==> config.mk <==
export PLATFORM = sky130hd
export DESIGN_NAME = piso_tx
export DESIGN_NICKNAME = d
export VERILOG_FILES = /design/src/rtl/shift_pkg.sv /design/src/rtl/piso_tx_bit_counter.sv /design/src/rtl/piso_tx.sv
export SDC_FILE = /design/constraint.sdc
export NUM_CORES = 1
export LEC_CHECK = 0
export ABC_AREA = 1
export BUFFER_PORTS_ARGS = -buffer_cell sky130_fd_sc_hd__buf_2
export CORE_MARGIN = 2
export CORE_UTILIZATION = 53
export CTS_CLUSTER_DIAMETER = 80
export DETAILED_ROUTE_END_ITERATION = 8
export GPL_TIMING_DRIVEN = 0
export PLACE_DENSITY = 0.77
export SYNTH_ARGS = -nofsm -noshare
export SYNTH_HDL_FRONTEND = slang
export SYNTH_SLANG_ARGS = --single-unit
==> constraint.sdc <==
create_clock -name clk -period 2 [get_ports clk]
set_input_delay 0.4 -clock clk [delete_from_list [all_inputs] [get_ports clk]]
set_output_delay 0.4 -clock clk [all_outputs]
set_load 0.03 [all_outputs]
==> src/rtl/shift_pkg.sv <==
// Shared types and constants for the shift-register family (TX and RX ends).
package shift_pkg;

  // Transmitter control states.
  typedef enum logic [0:0] {
    TX_IDLE  = 1'b0,
    TX_SHIFT = 1'b1
  } tx_state_t;

  // Bit-order select, latched with each word.
  localparam logic DIR_MSB_FIRST = 1'b0;  // shift left, Q = MSB
  localparam logic DIR_LSB_FIRST = 1'b1;  // shift right, Q = LSB

  // Shift register operation; the serial-in receiver uses the same encoding.
  typedef enum logic [1:0] {
    SR_HOLD  = 2'b00,
    SR_LOAD  = 2'b01,
    SR_LEFT  = 2'b10,
    SR_RIGHT = 2'b11
  } sr_mode_t;

  // Next shift-register value for a given mode; vacated positions fill with 0.
  function automatic logic [63:0] sr_next(input sr_mode_t mode, input logic [63:0] cur,
                                          input logic [63:0] load, input int width);
    logic [63:0] res;
    logic [63:0] mask;
    mask = (width >= 64) ? {64{1'b1}} : ((64'd1 << width) - 64'd1);
    case (mode)
      SR_LOAD:  res = load;
      SR_LEFT:  res = cur << 1;
      SR_RIGHT: res = (cur & mask) >> 1;
      default:  res = cur;
    endcase
    return res & mask;
  endfunction

endpackage

==> src/rtl/piso_tx_bit_counter.sv <==
// Modulo-WIDTH bit counter; last flags the final bit position.
module bit_counter #(
  parameter int WIDTH = 8
) (
  input  logic                     clk,
  input  logic                     rst,
  input  logic                     clr,
  input  logic                     en,
  output logic [$clog2(WIDTH)-1:0] count,
  output logic                     last
);

  localparam int CW = $clog2(WIDTH);
  localparam logic [CW-1:0] LAST_VAL = CW'(WIDTH - 1);

  assign last = (count == LAST_VAL);

  // Clear has priority over count; wraps to 0 after the last position.
  always_ff @(posedge clk) begin
    if (rst)      count <= '0;
    else if (clr) count <= '0;
    else if (en)  count <= last ? '0 : count + 1'b1;
  end

endmodule

==> src/rtl/piso_tx.sv <==
// Parallel-in/serial-out transmitter: valid/ready word intake, tick-paced
// serial output, MSB- or LSB-first, one mandatory idle cycle between words.
module piso_tx
  import shift_pkg::*;
#(
  parameter int WIDTH = 8
) (
  input  logic             clk,
  input  logic             rst,
  input  logic             valid_i,
  output logic             ready_o,
  input  logic [WIDTH-1:0] par_i,
  input  logic             dir_i,
  input  logic             tick_i,
  output logic             Q,
  output logic             frame_o,
  output logic             done_o
);

  localparam int CW = $clog2(WIDTH);

  tx_state_t        state_q, state_d;
  sr_mode_t         sr_mode;
  logic [WIDTH-1:0] shreg_q;
  logic [WIDTH-1:0] shreg_d;
  logic [63:0]      sr_wide;
  logic             dir_q;
  logic             done_q;
  logic             last_tick;
  logic             cnt_clr;
  logic             cnt_en;
  logic [CW-1:0]    cnt;
  logic             cnt_last;

  bit_counter #(.WIDTH(WIDTH)) u_cnt (
    .clk   (clk),
    .rst   (rst),
    .clr   (cnt_clr),
    .en    (cnt_en),
    .count (cnt),
    .last  (cnt_last)
  );

  // Next state, handshake and datapath control; tick is only honoured in SHIFT.
  always_comb begin
    state_d   = state_q;
    ready_o   = 1'b0;
    frame_o   = 1'b0;
    sr_mode   = SR_HOLD;
    cnt_clr   = 1'b0;
    cnt_en    = 1'b0;
    last_tick = 1'b0;
    case (state_q)
      TX_IDLE: begin
        ready_o = 1'b1;
        if (valid_i) begin
          state_d = TX_SHIFT;
          sr_mode = SR_LOAD;
          cnt_clr = 1'b1;
        end
      end
      TX_SHIFT: begin
        frame_o = 1'b1;
        if (tick_i) begin
          if (cnt_last) begin
            // Final bit consumed; register contents are don't-care in IDLE.
            state_d   = TX_IDLE;
            last_tick = 1'b1;
            cnt_clr   = 1'b1;
          end else begin
            sr_mode = (dir_q == DIR_LSB_FIRST) ? SR_RIGHT : SR_LEFT;
            cnt_en  = 1'b1;
          end
        end
      end
      default: state_d = TX_IDLE;
    endcase
  end

  // Shift register next value through the shared mode decoder.
  always_comb begin
    sr_wide = sr_next(sr_mode, 64'(shreg_q), 64'(par_i), WIDTH);
    shreg_d = sr_wide[WIDTH-1:0];
  end

  // State and done pulse; reset beats a simultaneous accept or last tick.
  always_ff @(posedge clk) begin
    if (rst) begin
      state_q <= TX_IDLE;
      done_q  <= 1'b0;
    end else begin
      state_q <= state_d;
      done_q  <= last_tick;
    end
  end

  // Word and bit order are captured only on accept.
  always_ff @(posedge clk) begin
    if (rst) begin
      shreg_q <= '0;
      dir_q   <= DIR_MSB_FIRST;
    end else begin
      shreg_q <= shreg_d;
      if (sr_mode == SR_LOAD) dir_q <= dir_i;
    end
  end

  // Serial output comes straight from registers, forced low outside a frame.
  assign Q      = (state_q == TX_SHIFT) &&
                  ((dir_q == DIR_LSB_FIRST) ? shreg_q[0] : shreg_q[WIDTH-1]);
  assign done_o = done_q;

endmodule

==> summary by stage <==
Die
The die outline height is 44.9 um. In this run the horizontal extent of the chip is 44.9 um. For this configuration, the core starts out at a cell density of 57.6%. For this design the top-level I/O count stands at 17. The die covers 0.00202 mm2. The core region is 0.00154 mm2. The number of rows in the core area is 14.

Logic synthesis
The biggest area contributor in the post-synthesis netlist is dfxtp_1. The total nets after synthesis is 133. The fraction of the yosys area taken by sequential cells is 31.5%.

Synthesis inferred 14 register bits. After synthesis the cells add up to 888 um2. Synthesis handed over a netlist of 117 instances. The synthesized design devotes to its leading area cell type 31.5% of total area. The count of cell types in the netlist is 24. The number of warning messages in the yosys log is 0. The average cell area after synthesis is 7.59 um2.

Yosys attributes the largest share of cell area to dfxtp_1 32%, nand2_1 14%, nor2_1 4.6%.

STA
The worst-margin pin slew is 0.281 ns. The tightest slew margin relative to the limit is 81.2%. Setup violations remaining at the end of the flow were counted as 0. The tightest hold path in the finished design has a slack of 0.275 ns. The final hold violation count is 0. The final clock period utilization by the worst path is 79.4%. For the final database, setup skew stands at 0.00214 ns. Setup repair after global routing left no endpoint under its margin. The number of max-slew violations in the final report is 0. Summed over all failing endpoints, the final setup total negative slack is 0 ns. The worst path setup slack after routing is 0.412 ns.

The clock period minus worst slack is 1.59 ns. The upper clock frequency limit is 630 MHz.

Route
The detailed-routing iteration count for the pre-antenna-repair pass is 4. The detailed-route via count is 819. In the final routed layout, each cell accounts on average for 12.2 um.

Dividing the detail-routed via count by the number of cells gives 5.35. For this block, the initial DRC count from the detailed router was 14. The final wirelength is 1870 um.

The detail route stage leaves a number of antenna-violating nets equal to 0. After detailed routing, the number of remaining DRC violations is 0.

Global route
The number of global-route vias before repair is 782. The most used routing layer in global routing is met2. The largest net degree at the start of global routing is 11. The wire length of the first global-routing pass is 3210 um.

For this run, global-route usage on met1 was measured as 25.4%. Global routing used 22.0% of the available tracks across all layers. The initial antenna violation count was 0. The global route total overflow is 0. In the global route stage, met3 resource usage came out at 2.40%. Global routing consumed, on the met2 layer, 38.9% of the routing resources.

Placed design
After legalization and detailed placement, the total HPWL measured 1410 um. The setup slack at placement is 0.450 ns. The count of buffers inserted at the top-level ports is 16. At the end of routability-driven placement, the weighted congestion stood at 0.791. In this run the cell area measured after placement is 988 um2.

Clocking
The number of buffers added by the clock tree synthesis step is 3. The number of sinks driven by the clock tree is 14. At the later pin of the worst-skew pair, clock insertion delay measures 0.30 ns. The post-cts gate resize count is 0. The clock passes through at most 2 buffers. The count of hold buffers inserted by post-cts repair is 0. The TritonCTS clock tree is done.

The root buffer selected by CTS is clkbuf_4. Clock-pin slew was measured on the worst setup and hold paths at 0.09 ns. In this run the number of H-tree levels came out at 1. Post-CTS timing repair inserted 0 buffers for setup.

Worst setup path
The delay of the slowest cell on the worst path is 0.44 ns. The worst register-to-register path begins at u_cnt.count[0]. The cell depth of the worst flop-to-flop path is 8. The terminus of the critical flop-to-flop path is shreg_q[6].

The critical path ends at Q. The arrival time of the worst setup path is 1.19 ns. The type of element capturing the critical path is a primary output. In this run the worst setup path begins at state_q. At the worst endpoint, the required time is 1.60 ns. The slowest stage of the critical path belongs to the cell dfxtp_1. Walking the worst path, the cells encountered are o21ai_0, a21oi_1, buf_2. In this run the worst path has a maximum fanout of 5. The type of element launching the critical path is a flop. Across all register-to-register paths, the minimum setup slack is 0.42 ns. The worst setup path category is flop to primary output.

Cells and area
Relative to the synthesized area, the layout overhead comes to 15.4%. Fill cells in the final layout number 135. The multi-input logic area is 509 um2.

Leaving out fill and tap cells, the most frequent cells in the layout are 33 x nand2_1, 16 x buf_2, 14 x dfxtp_1, 11 x nor2_1, 9 x inv_1. 0 antenna diodes ended up in the layout. The most common library cell in the layout ignoring fill and taps is nand2_1. After routing the design area is 0.00102 mm2. Cells with a size suffix above 1 make up 28.5% of the layout.

The storage element area is 280 um2. The post-route core utilization is 66.5%. After the last flow step, the layout net total stands at 154.

Job
The reported max-cap violation count is 0.

Pwr
In this run the power density over the cells is 667 mW/mm2. VDD sags by at most 516 uV. The static leakage is 0.490 nW.

Hold path
The path class of the lowest-slack min-delay path is input pin to flop. The worst hold path begins at rst.

Status
The run finished with clean final reports.
[flip-flops by register name, indices dropped and copies added (netlist names)]
signal	flops
dir_q	1
done_o	1
shreg_q	8
state_q	1
u_cnt.count	3
[power breakdown]
group | leakage [nW] | internal, mW | switching (mW)
clock | 0.0210 | 0.111 | 0.105
combinational | 0.354 | 0.0647 | 0.0921
sequential | 0.115 | 0.298 | 0.0121
total | 0.490 | 0.474 | 0.209
[critical path: cells and delay by family (launching register included)]
family          cells  cell delay, ns
flops               1            0.44
compound gates      2            0.24
buf+inv             1            0.21
[metrics by stage]
step           power, mW  instances
3_3_place_gp       0.469        149
6_report           0.683        153
2_1_floorplan      0.434        117
4_1_cts            0.689        153
3_5_place_dp       0.474        149
5_1_grt            0.714        153
[how the worst min path moves through the flow]
stage,endpoint,slack [ns],cells past startpoint
4_1_cts,shreg_q[0],0.27,2
3_5_place_dp,u_cnt.count[1],0.47,2
2_1_floorplan,u_cnt.count[1],0.44,2
5_1_grt,shreg_q[0],0.28,2
3_3_place_gp,u_cnt.count[1],0.45,2
6_report,shreg_q[0],0.28,2
[synthesized netlist by cell type]
library cell	n
o21a_1	1
buf_4	1
a21oi_1	6
o211a_1	1
nand2_4	3
nand3_2	1
buf_12	1
a21oi_2	4
nand3_1	8
or2_2	2
nor2_1	11
clkbuf_8	1
inv_1	9
nand4_1	6
nor2_4	2
nand3b_1	1
clkinv_4	1
buf_6	1
nand2_1	33
clkinv_1	1
dfxtp_1	14
o21ai_0	4
nand2_8	2
ha_1	3
[metal layers]
metal	share of wire [%]	vias up
li1	-	422
met1	43	370
met2	50	22
met3	4.4	5
met4	2.6	0
met5	0	-
[kinds of logic (layout without fill, tap and decap cells)]
family | count (synthesis) | after routing | synth area share [%]
flops | 14 | 14 | 31.5
buf+inv | 15 | 35 | 11.1
simple gates | 69 | 69 | 41.5
fa+ha+maj | 3 | 3 | 4.23
compound gates | 16 | 16 | 11.5
[area by class of cell]
cell class	count	share of cell area, %
Buffer	4	5.13
Clock buffer	4	3.54
Inverter	11	4.52
Multi-Input combinational cell	88	49.7
Sequential cell	14	27.4
Tap cell	16	1.95
Timing Repair Buffer	16	7.81
(Power assumes the default switching activity.)
